===== config.mk =====
export PLATFORM = sky130hd
export DESIGN_NAME = am_lock_fsm
export DESIGN_NICKNAME = d
export VERILOG_FILES = /design/src/rtl/pcs_am_pkg.sv /design/src/rtl/am_period_counter.sv /design/src/rtl/am_lock_fsm.sv
export SDC_FILE = /design/constraint.sdc
export NUM_CORES = 1
export LEC_CHECK = 0
export CORE_ASPECT_RATIO = 0.75
export CORE_MARGIN = 4
export CORE_UTILIZATION = 35
export DETAILED_ROUTE_END_ITERATION = 8
export PLACE_DENSITY = 0.62
export SLEW_MARGIN = 10
export SYNTH_ARGS = -nofsm -noshare
export SYNTH_HDL_FRONTEND = slang
export SYNTH_SLANG_ARGS = --single-unit

===== constraint.sdc =====
create_clock -name i_clk -period 4.6 [get_ports i_clk]
set_clock_uncertainty 0.2 [all_clocks]
set_input_delay 0.46 -clock i_clk [delete_from_list [all_inputs] [get_ports i_clk]]
set_output_delay 0.46 -clock i_clk [all_outputs]
set_load 0.02 [all_outputs]

===== src/rtl/pcs_am_pkg.sv =====
// Shared types and defaults for the per-lane alignment-marker lock logic.
package pcs_am_pkg;

    typedef enum logic [1:0] {
        FIND    = 2'd0,
        COUNT_1 = 2'd1,
        LOCKED  = 2'd2
    } am_lock_state_t;

    localparam int AM_PERIOD_DEFAULT      = 16384;
    localparam int N_LANES_DEFAULT        = 20;
    localparam int MAX_INVALID_AM_DEFAULT = 4;

endpackage


===== src/rtl/am_period_counter.sv =====
// Counts valid blocks modulo AM_PERIOD; o_wrap_next marks the block where an AM is due.
module am_period_counter #(
    parameter int AM_PERIOD = 16384,
    parameter int NB_PERIOD = $clog2(AM_PERIOD)
) (
    input  logic i_clk,
    input  logic i_rst_n,
    input  logic i_load,
    input  logic i_valid,
    output logic o_wrap_next
);

    localparam logic [NB_PERIOD-1:0] LAST = NB_PERIOD'(AM_PERIOD - 1);

    logic [NB_PERIOD-1:0] pcnt;

    // The captured AM block itself loads 0, so the next AM sees AM_PERIOD-1.
    always_ff @(posedge i_clk or negedge i_rst_n) begin
        if (!i_rst_n) begin
            pcnt <= '0;
        end else if (i_load) begin
            pcnt <= '0;
        end else if (i_valid) begin
            if (pcnt == LAST) pcnt <= '0;
            else              pcnt <= pcnt + NB_PERIOD'(1);
        end
    end

    assign o_wrap_next = (pcnt == LAST);

endmodule


===== src/rtl/am_lock_fsm.sv =====
// Per-lane AM lock FSM: FIND -> COUNT_1 -> LOCKED, flags expected AM positions once locked.
// Optional bad-AM statistics counter built when AM_LOCK_ERR_CNT_EN is defined.
module am_lock_fsm
    import pcs_am_pkg::*;
#(
    parameter int AM_PERIOD      = AM_PERIOD_DEFAULT,
    parameter int NB_PERIOD      = $clog2(AM_PERIOD),
    parameter int N_LANES        = N_LANES_DEFAULT,
    parameter int NB_LANE_ID     = $clog2(N_LANES),
    parameter int MAX_INVALID_AM = MAX_INVALID_AM_DEFAULT,
    parameter int NB_INVALID     = $clog2(MAX_INVALID_AM + 1)
) (
    input  logic                  i_clk,
    input  logic                  i_rst_n,
    input  logic                  i_enable,
    input  logic                  i_valid,
    input  logic                  i_am_match,
    input  logic [NB_LANE_ID-1:0] i_am_lane,
    output logic                  o_am_lock,
    output logic [NB_LANE_ID-1:0] o_lane_id,
    output logic                  o_am_flag,
    output logic                  o_resync,
    output logic [1:0]            o_state,
    output logic [15:0]           o_invalid_am_count
);

    // Stream qualifier: i_valid marks a block this cycle; there is no back-pressure,
    // and i_am_match/i_am_lane are only looked at while i_valid is high.

    localparam logic [NB_INVALID-1:0] INV_LAST = NB_INVALID'(MAX_INVALID_AM - 1);

    am_lock_state_t        state;
    logic [NB_INVALID-1:0] inv_cnt;
    logic                  wrap_next;
    logic                  capture;
    logic                  chk;
    logic                  good_am;

    assign capture = i_enable && (state == FIND) && i_valid && i_am_match;
    assign chk     = i_valid && (state != FIND) && wrap_next;
    assign good_am = i_am_match && (i_am_lane == o_lane_id);

    am_period_counter #(
        .AM_PERIOD (AM_PERIOD),
        .NB_PERIOD (NB_PERIOD)
    ) u_period (
        .i_clk       (i_clk),
        .i_rst_n     (i_rst_n),
        .i_load      (capture),
        .i_valid     (i_valid),
        .o_wrap_next (wrap_next)
    );

    always_ff @(posedge i_clk or negedge i_rst_n) begin
        if (!i_rst_n) begin
            state     <= FIND;
            inv_cnt   <= '0;
            o_lane_id <= '0;
            o_am_lock <= 1'b0;
            o_am_flag <= 1'b0;
            o_resync  <= 1'b0;
        end else begin
            o_am_flag <= 1'b0;
            o_resync  <= 1'b0;
            // Disabling is a quiet return to FIND, not a loss-of-lock event.
            if (!i_enable) begin
                state     <= FIND;
                inv_cnt   <= '0;
                o_am_lock <= 1'b0;
            end else begin
                case (state)
                    FIND: begin
                        if (i_valid && i_am_match) begin
                            o_lane_id <= i_am_lane;
                            state     <= COUNT_1;
                        end
                    end
                    COUNT_1: begin
                        if (chk) begin
                            if (good_am) begin
                                state     <= LOCKED;
                                inv_cnt   <= '0;
                                o_am_lock <= 1'b1;
                            end else begin
                                state <= FIND;
                            end
                        end
                    end
                    LOCKED: begin
                        if (chk) begin
                            o_am_flag <= 1'b1;
                            if (good_am) begin
                                inv_cnt <= '0;
                            end else if (inv_cnt == INV_LAST) begin
                                state     <= FIND;
                                inv_cnt   <= '0;
                                o_am_lock <= 1'b0;
                                o_resync  <= 1'b1;
                            end else begin
                                inv_cnt <= inv_cnt + NB_INVALID'(1);
                            end
                        end
                    end
                    default: begin
                        state     <= FIND;
                        inv_cnt   <= '0;
                        o_am_lock <= 1'b0;
                    end
                endcase
            end
        end
    end

    assign o_state = state;

`ifdef AM_LOCK_ERR_CNT_EN
    logic        bad_locked_chk;
    logic [15:0] err_cnt;

    assign bad_locked_chk = i_enable && (state == LOCKED) && chk && !good_am;

    // Saturating; only reset clears it so it survives relock cycles.
    always_ff @(posedge i_clk or negedge i_rst_n) begin
        if (!i_rst_n) begin
            err_cnt <= '0;
        end else if (bad_locked_chk && (err_cnt != 16'hFFFF)) begin
            err_cnt <= err_cnt + 16'd1;
        end
    end

    assign o_invalid_am_count = err_cnt;
`else
    assign o_invalid_am_count = '0;
`endif

endmodule


==> flow_summary.yaml, run 1 <==
outcome:
  run_status: "complete, no violations"
timing:
  setup_violations: 0
  total_neg_setup_slack_ps: 0
  timing.final.hold_violations: 0
  worst_slew_margin_rel_pct: 60.3
  rsz0062_at_grt: "no"
  worst_slew_pin_slew_ps: 591
  hold_slack_ps: 293
  layout_setup_ws_ps: 2110
  layout_min_cycle_time_ps: 2490
  fmax_mhz: 401
  final-max-slew-violation-count: 0
  min_period_over_period_pct: 54.2
placed_design:
  dpl.cell_count: 233
  place_hpwl_mm: 2.28
  pre_cts_setup_slack_ps: 1850
  finalWeightedCongestion: 0.807
  placement.io_buffers: 19
finish:
  fraction_of_final_layout_cells_sized_beyond_drive_strength_1_pct: 8.24
  insertedDiodeCount: 0
  utilization_pct: 42.6
  post_route_insts_no_fill: 237
  layout-area-overhead-vs-synth_pct: 15.7
  layout_commonest_cell: "sky130_fd_sc_hd__dfrtp_1"
  most_frequent_cells_in_the_layout: "sky130_fd_sc_hd__dfrtp_1, sky130_fd_sc_hd__nand2_1, sky130_fd_sc_hd__clkdlybuf4s50_1"
  nets: 195
clock_network:
  cts_resized: 0
  cts-buffers-inserted: 3
  cts-root-to-sink-buffers: 2
  cts_tree: "built"
  clock-sinks: 27
  cts_post_setup_buffers_inserted: 0
  worst_skew_pair.late_latency_ps: 270
  postCtsHoldBufs: 0
  clk_pin_slew_worst_setup_hold_paths_ps: 90
  maximum_level_of_the_cts_h_tree: 1
  clock_tree.root_cell: "sky130_fd_sc_hd__clkbuf_8"
routing:
  viasPerCell: 4.72
  drt_pre_antenna_iters: 4
  dr_total_vias: 1118
  wire_per_inst_um: 12.7
  drt_iter0_markers: 77
  finalWirelength_mm: 3.01
  antenna_violating_nets_post_route: 0
  remaining_drc_errors: 0
grt:
  grt_overflow_total: 0
  grt_pass1_vias: 1054
  global_route_wire_length_before_repair_mm: 5.11
  grt_usage_pct: 11.7
  grt_antenna_before_repair: 0
  grt_max_degree: 28
synth:
  netlist_area_mm2: 0.00152
  synth_sequential_area_ratio_pct: 44.5
  synth.top_cells.by_area: "sky130_fd_sc_hd__dfrtp_1, sky130_fd_sc_hd__buf_4, sky130_fd_sc_hd__nand2_1"
  combinational_family_with_the_most_area_after_synthesis: "simple AND/OR/NAND/NOR gates"
  postSynthRegisterBits: 27
  yosys.area_share.adder_pct: 1.65
  area_fraction_in_and_or_nand_and_nor_cells_after_synthesis_pct: 24.1
  synthFlopType: "sky130_fd_sc_hd__dfrtp_1"
  synth_mux_area_share_pct: 2.22
  synth-compound-area-share_pct: 9.88
  synthesized_netlist_cell_count: 161
  avg_inst_size_synth_um2: 9.43
  synth_top_area_share_pct: 44.5
  ys.warnings.count: 0
  synth_xor_xnor_area_share_pct: 7.50
  ys_types: 42
  synth-edff-count: 0
  ys_async_sr_fraction_pct: 100
  yosys.area.top_type: "sky130_fd_sc_hd__dfrtp_1"
floorplan:
  core-area_mm2: 0.00413
  floorplan.die_area_mm2: 0.00547
  die_x_um: 84.1
  placement_rows: 20
  initial_utilization_pct: 36.8
  die-height_um: 65.1
  pin_count: 36
hold_path:
  end_point_of_the_worst_hold_path: "inv_cnt[2]"
  hold_path_startpoint: "inv_cnt[2]"
  worstHoldPathCells: 1
  hp-class: "flip-flop to flip-flop"
power:
  leakagePower_nw: 0.827
  power.ir.vdd_worst_mv: 0.151
  power_density_mw_per_mm2: 323
job:
  cap_violations: 0
critical_path:
  reg2reg_depth: 6
  start_kind: "primary input"
  required_ps: 4570
  setup.worst_path.end_class: "flip-flop"
  cp.arrival_ps: 2470
  endpoint_of_the_worst_slack_reg_to_reg_timing_path: "inv_cnt[1]"
  setup.worst_path.class: "primary input to flip-flop"
  critical_path.reg2reg.startpoint: "u_period.pcnt[0]"
  setup.reg_to_reg.worst_slack_ps: 2340
  critical_path_peak_fanout: 11
==> cells by family after synthesis <==
family / count (synthesis)
muxes: 3
xor gates and xnor gates: 13
buffers and inverters: 24
DFF: 27
and+or+nand+nor: 70
adders and majority gates: 2
other: 1
AOI/OAI and AO/OA: 21
==> stage by stage <==
step           power (mW)  instance area (um^2)
3_3_place_gp        0.436                  1710
6_report            0.568                  1760
2_1_floorplan       0.396                  1580
5_1_grt             0.605                  1760
3_5_place_dp        0.439                  1710
4_1_cts             0.575                  1760
==> synthesized netlist by cell type (2+ instances only) <==
cell type                 number
sky130_fd_sc_hd__a21oi_1       2
sky130_fd_sc_hd__ha_1          2
sky130_fd_sc_hd__and3_2        2
sky130_fd_sc_hd__nand4_1       4
sky130_fd_sc_hd__buf_4        16
sky130_fd_sc_hd__inv_1         6
sky130_fd_sc_hd__nand2_1      25
sky130_fd_sc_hd__nor3_1        4
sky130_fd_sc_hd__nor2b_1       3
sky130_fd_sc_hd__mux2_2        3
sky130_fd_sc_hd__o21a_1        2
sky130_fd_sc_hd__nand3_1       4
sky130_fd_sc_hd__dfrtp_1      27
sky130_fd_sc_hd__xor2_1        5
sky130_fd_sc_hd__o22ai_1       2
sky130_fd_sc_hd__o21ai_0       4
sky130_fd_sc_hd__nor2_1       18
sky130_fd_sc_hd__xnor2_1       8
==> routing by layer <==
metal / routed length [um] / GRT usage (%) / vias to the layer above
met2: 1290 / 17.3 / 23
met4: 43 / 3.61 / 0
met3: 131 / 3.05 / 4
li1: - / - / 561
met1: 1540 / 16.7 / 530
met5: 0 / 0 / -
==> power by group <==
group,leakage (nW),switching (mW),internal (mW)
logic,0.441,0.0732,0.0603
registers,0.363,0.0344,0.265
clock network,0.0228,0.0732,0.0621
total,0.827,0.181,0.387
==> flip-flops by register name (all words and copies together), names as in the netlist <==
signal	flops
o_state	2
inv_cnt	3
o_am_lock	1
o_am_flag	1
u_period.pcnt	14
o_lane_id	5
o_resync	1
==> critical path, stage by stage <==
cell                              delay [ps]
sky130_fd_sc_hd__clkdlybuf4s50_1         720
sky130_fd_sc_hd__nand4_4                 190
sky130_fd_sc_hd__nor4_4                  460
sky130_fd_sc_hd__nand2b_1                320
sky130_fd_sc_hd__o22ai_1                 110
sky130_fd_sc_hd__a21o_1                  200
==> how the worst max path moves through the flow <==
stage	start	cells after the start	end	slack, ps
2_1_floorplan	u_period.pcnt[0]	6	inv_cnt[0]	2510
3_3_place_gp	i_valid	6	inv_cnt[0]	1880
3_5_place_dp	i_valid	6	inv_cnt[1]	1850
4_1_cts	i_valid	6	u_period.pcnt[7]	2130
5_1_grt	i_valid	6	u_period.pcnt[7]	1980
6_report	i_valid	6	u_period.pcnt[7]	2110
==> area by class of cell <==
class	instances	area [um^2]
clock buffers	4	45.0
multi-input cells	125	748
repair buffers	20	198
inverters	6	22.5
flip-flops and latches	27	676
well taps	55	68.8
fillers	412	2370
(Power assumes the default switching activity.)
==> run 2, diff against run 1 <==
==> constraint.sdc (replaced) <==
create_clock -name i_clk -period 2.5 [get_ports i_clk]
set_clock_uncertainty 0.2 [all_clocks]
set_input_delay 0.25 -clock i_clk [delete_from_list [all_inputs] [get_ports i_clk]]
set_output_delay 0.25 -clock i_clk [all_outputs]
set_load 0.02 [all_outputs]
==> run 2 against run 1 <==
Effect of this change:
- cell count is 2.1% higher
- die area stayed put
- non-clock buffer count is 5 higher
- first-iteration DRC count is 17% lower
- worst setup slack worse by 1900 ps
- core utilization is 0.91 points higher
- sequential power is 85% higher
- clock power is 82% higher
- power is 85% higher
- clock-buffer cell count stayed put
- via count is 0.27% higher
- critical endpoint is now inv_cnt[0]
- largest power group unchanged
==> flow_summary.yaml, run 2 (synthesized netlist as in run 1, its figures left out) <==
clock_network:
  postCtsHoldBufs: 0
  worst_skew_pair.late_latency_ps: 270
  cts-root-to-sink-buffers: 2
  cts_resized: 0
  cts_tree: "built"
  clock-sinks: 27
  clk_pin_slew_worst_setup_hold_paths_ps: 90
  cts-buffers-inserted: 3
  maximum_level_of_the_cts_h_tree: 1
  cts_post_setup_buffers_inserted: 0
  clock_tree.root_cell: "sky130_fd_sc_hd__clkbuf_8"
floorplan:
  die-height_um: 65.1
  pin_count: 36
  initial_utilization_pct: 36.8
  floorplan.die_area_mm2: 0.00547
  placement_rows: 20
  core-area_mm2: 0.00413
  die_x_um: 84.1
finish:
  layout-area-overhead-vs-synth_pct: 18.2
  utilization_pct: 43.5
  post_route_insts_no_fill: 242
  nFillCells: 441
  most_frequent_cells_in_the_layout: "sky130_fd_sc_hd__dfrtp_1, sky130_fd_sc_hd__nand2_1, sky130_fd_sc_hd__clkdlybuf4s50_1"
  fraction_of_final_layout_cells_sized_beyond_drive_strength_1_pct: 10.7
  nets: 200
  reg.largest.list: "u_period.pcnt: 14 flops, o_lane_id: 5 flops, inv_cnt: 3 flops"
  insertedDiodeCount: 0
  registers.top_by_ff_count: "u_period.pcnt"
  number_of_flip_flops_under_the_largest_register_name: 14
  layout_commonest_cell: "sky130_fd_sc_hd__dfrtp_1"
critical_path:
  critical_path.slowest_cell: "sky130_fd_sc_hd__a311oi_1"
  delay_contributed_by_the_slowest_stage_of_the_critical_path_ps: 430
  timing.critical_path.cells: "ha_1, nand4_4, nor4_4, o21a_1, a311oi_1, mux2_2"
  critical_path_peak_fanout: 8
  setup.reg_to_reg.worst_slack_ps: 250
  start_kind: "flip-flop"
  setup.worst_path.end_class: "flip-flop"
  cp.buffers_inverters: 0
  worst_path_dominant_cell_family: "compound AO/OA/AOI/OAI gates"
  setup.worst_path.class: "flip-flop to flip-flop"
  required_ps: 2470
  cp.arrival_ps: 2220
placed_design:
  finalWeightedCongestion: 0.826
  place_hpwl_mm: 2.31
  dpl.cell_count: 238
  pre_cts_setup_slack_ps: 215
  placement.io_buffers: 19
routing:
  top_metal_layer_carrying_routed_signals: "met4"
  antenna_violating_nets_post_route: 0
  wire_per_inst_um: 12.5
  drt_pre_antenna_iters: 4
  wl_met2_mm: 1.27
  remaining_drc_errors: 0
  route.layer.met1.wl_mm: 1.62
  route.met3.wl_um: 109
  dr_total_vias: 1121
  viasPerCell: 4.63
  finalWirelength_mm: 3.02
  drt_iter0_markers: 64
timing:
  rsz0062_at_grt: "no"
  hold_slack_ps: 147
  layout_min_cycle_time_ps: 2250
  total_neg_setup_slack_ps: 0
  min_period_over_period_pct: 90.2
  final-max-slew-violation-count: 0
  layout_setup_ws_ps: 246
  fmax_mhz: 444
  timing.final.hold_violations: 0
  setup_violations: 0
power:
  leakagePower_nw: 0.852
  power_density_mw_per_mm2: 586
  power.ir.vdd_worst_mv: 0.321
outcome:
  run_status: "complete, no violations"
grt:
  grt_max_degree: 28
  grt_pass1_vias: 1037
  grt_usage_pct: 11.7
  grt_overflow_total: 0
  grt_antenna_before_repair: 0
  global_route_wire_length_before_repair_mm: 5.09
hold_path:
  hp-class: "primary input to asynchronous set/reset pin"
job:
  cap_violations: 0
## run 2: changes by cell type in the layout (fill, tap and decap cells not counted), sizes merged
cell / previous run / this run
buf: 1 / 6
## run 2: stage by stage
step	total power [mW]	area (um^2)
after detailed placement	0.815	1750
after CTS	1.06	1800
after global placement	0.808	1750
after global routing	1.12	1800
after floorplan	0.729	1580
final	1.05	1800
## run 2: layout make-up
| cell class | instances | area [um^2] | share of cell area (%) |
|---|---|---|---|
| repair buffers | 25 | 235 | 13.1 |
| multi-input cells | 125 | 748 | 41.7 |
| inverters | 6 | 22.5 | 1.25 |
| well taps | 55 | 68.8 | 3.83 |
| flip-flops and latches | 27 | 676 | 37.6 |
| clock buffers | 4 | 45.0 | 2.51 |
## run 2: path summary, 6_finish.rpt
| kind | startpoint | endpoint | depth (start not counted) |
|---|---|---|---|
| min in group i_clk | inv_cnt[2] | inv_cnt[2] | 1 |
| min reg2reg | inv_cnt[2] | inv_cnt[2] | 1 |
| max reg2reg | u_period.pcnt[0] | inv_cnt[0] | 6 |
| max | u_period.pcnt[0] | inv_cnt[0] | 6 |
| min | i_rst_n | o_lane_id[4] | 2 |
| max in group asynchronous | i_rst_n | o_state[1] | 2 |
## run 2: report_power, final
part | total (mW) | internal [mW] | switching [mW]
registers | 0.554 | 0.488 | 0.0668
logic | 0.252 | 0.115 | 0.137
clock network | 0.246 | 0.114 | 0.132
total | 1.05 | 0.717 | 0.336
## run 2: routing by layer
metal,track usage [%],vias to the layer above
met5,0,-
met4,3.01,0
met3,3.05,2
met2,17.0,20
met1,17.0,528
li1,-,571
## run 2: worst reg2reg max path: cells and delay by family (launching register included)
kind	cells	cell delay, ps
AOI/OAI and AO/OA	2	610
and+or+nand+nor	2	240
muxes	1	390
adders and majority gates	1	300
DFF	1	420
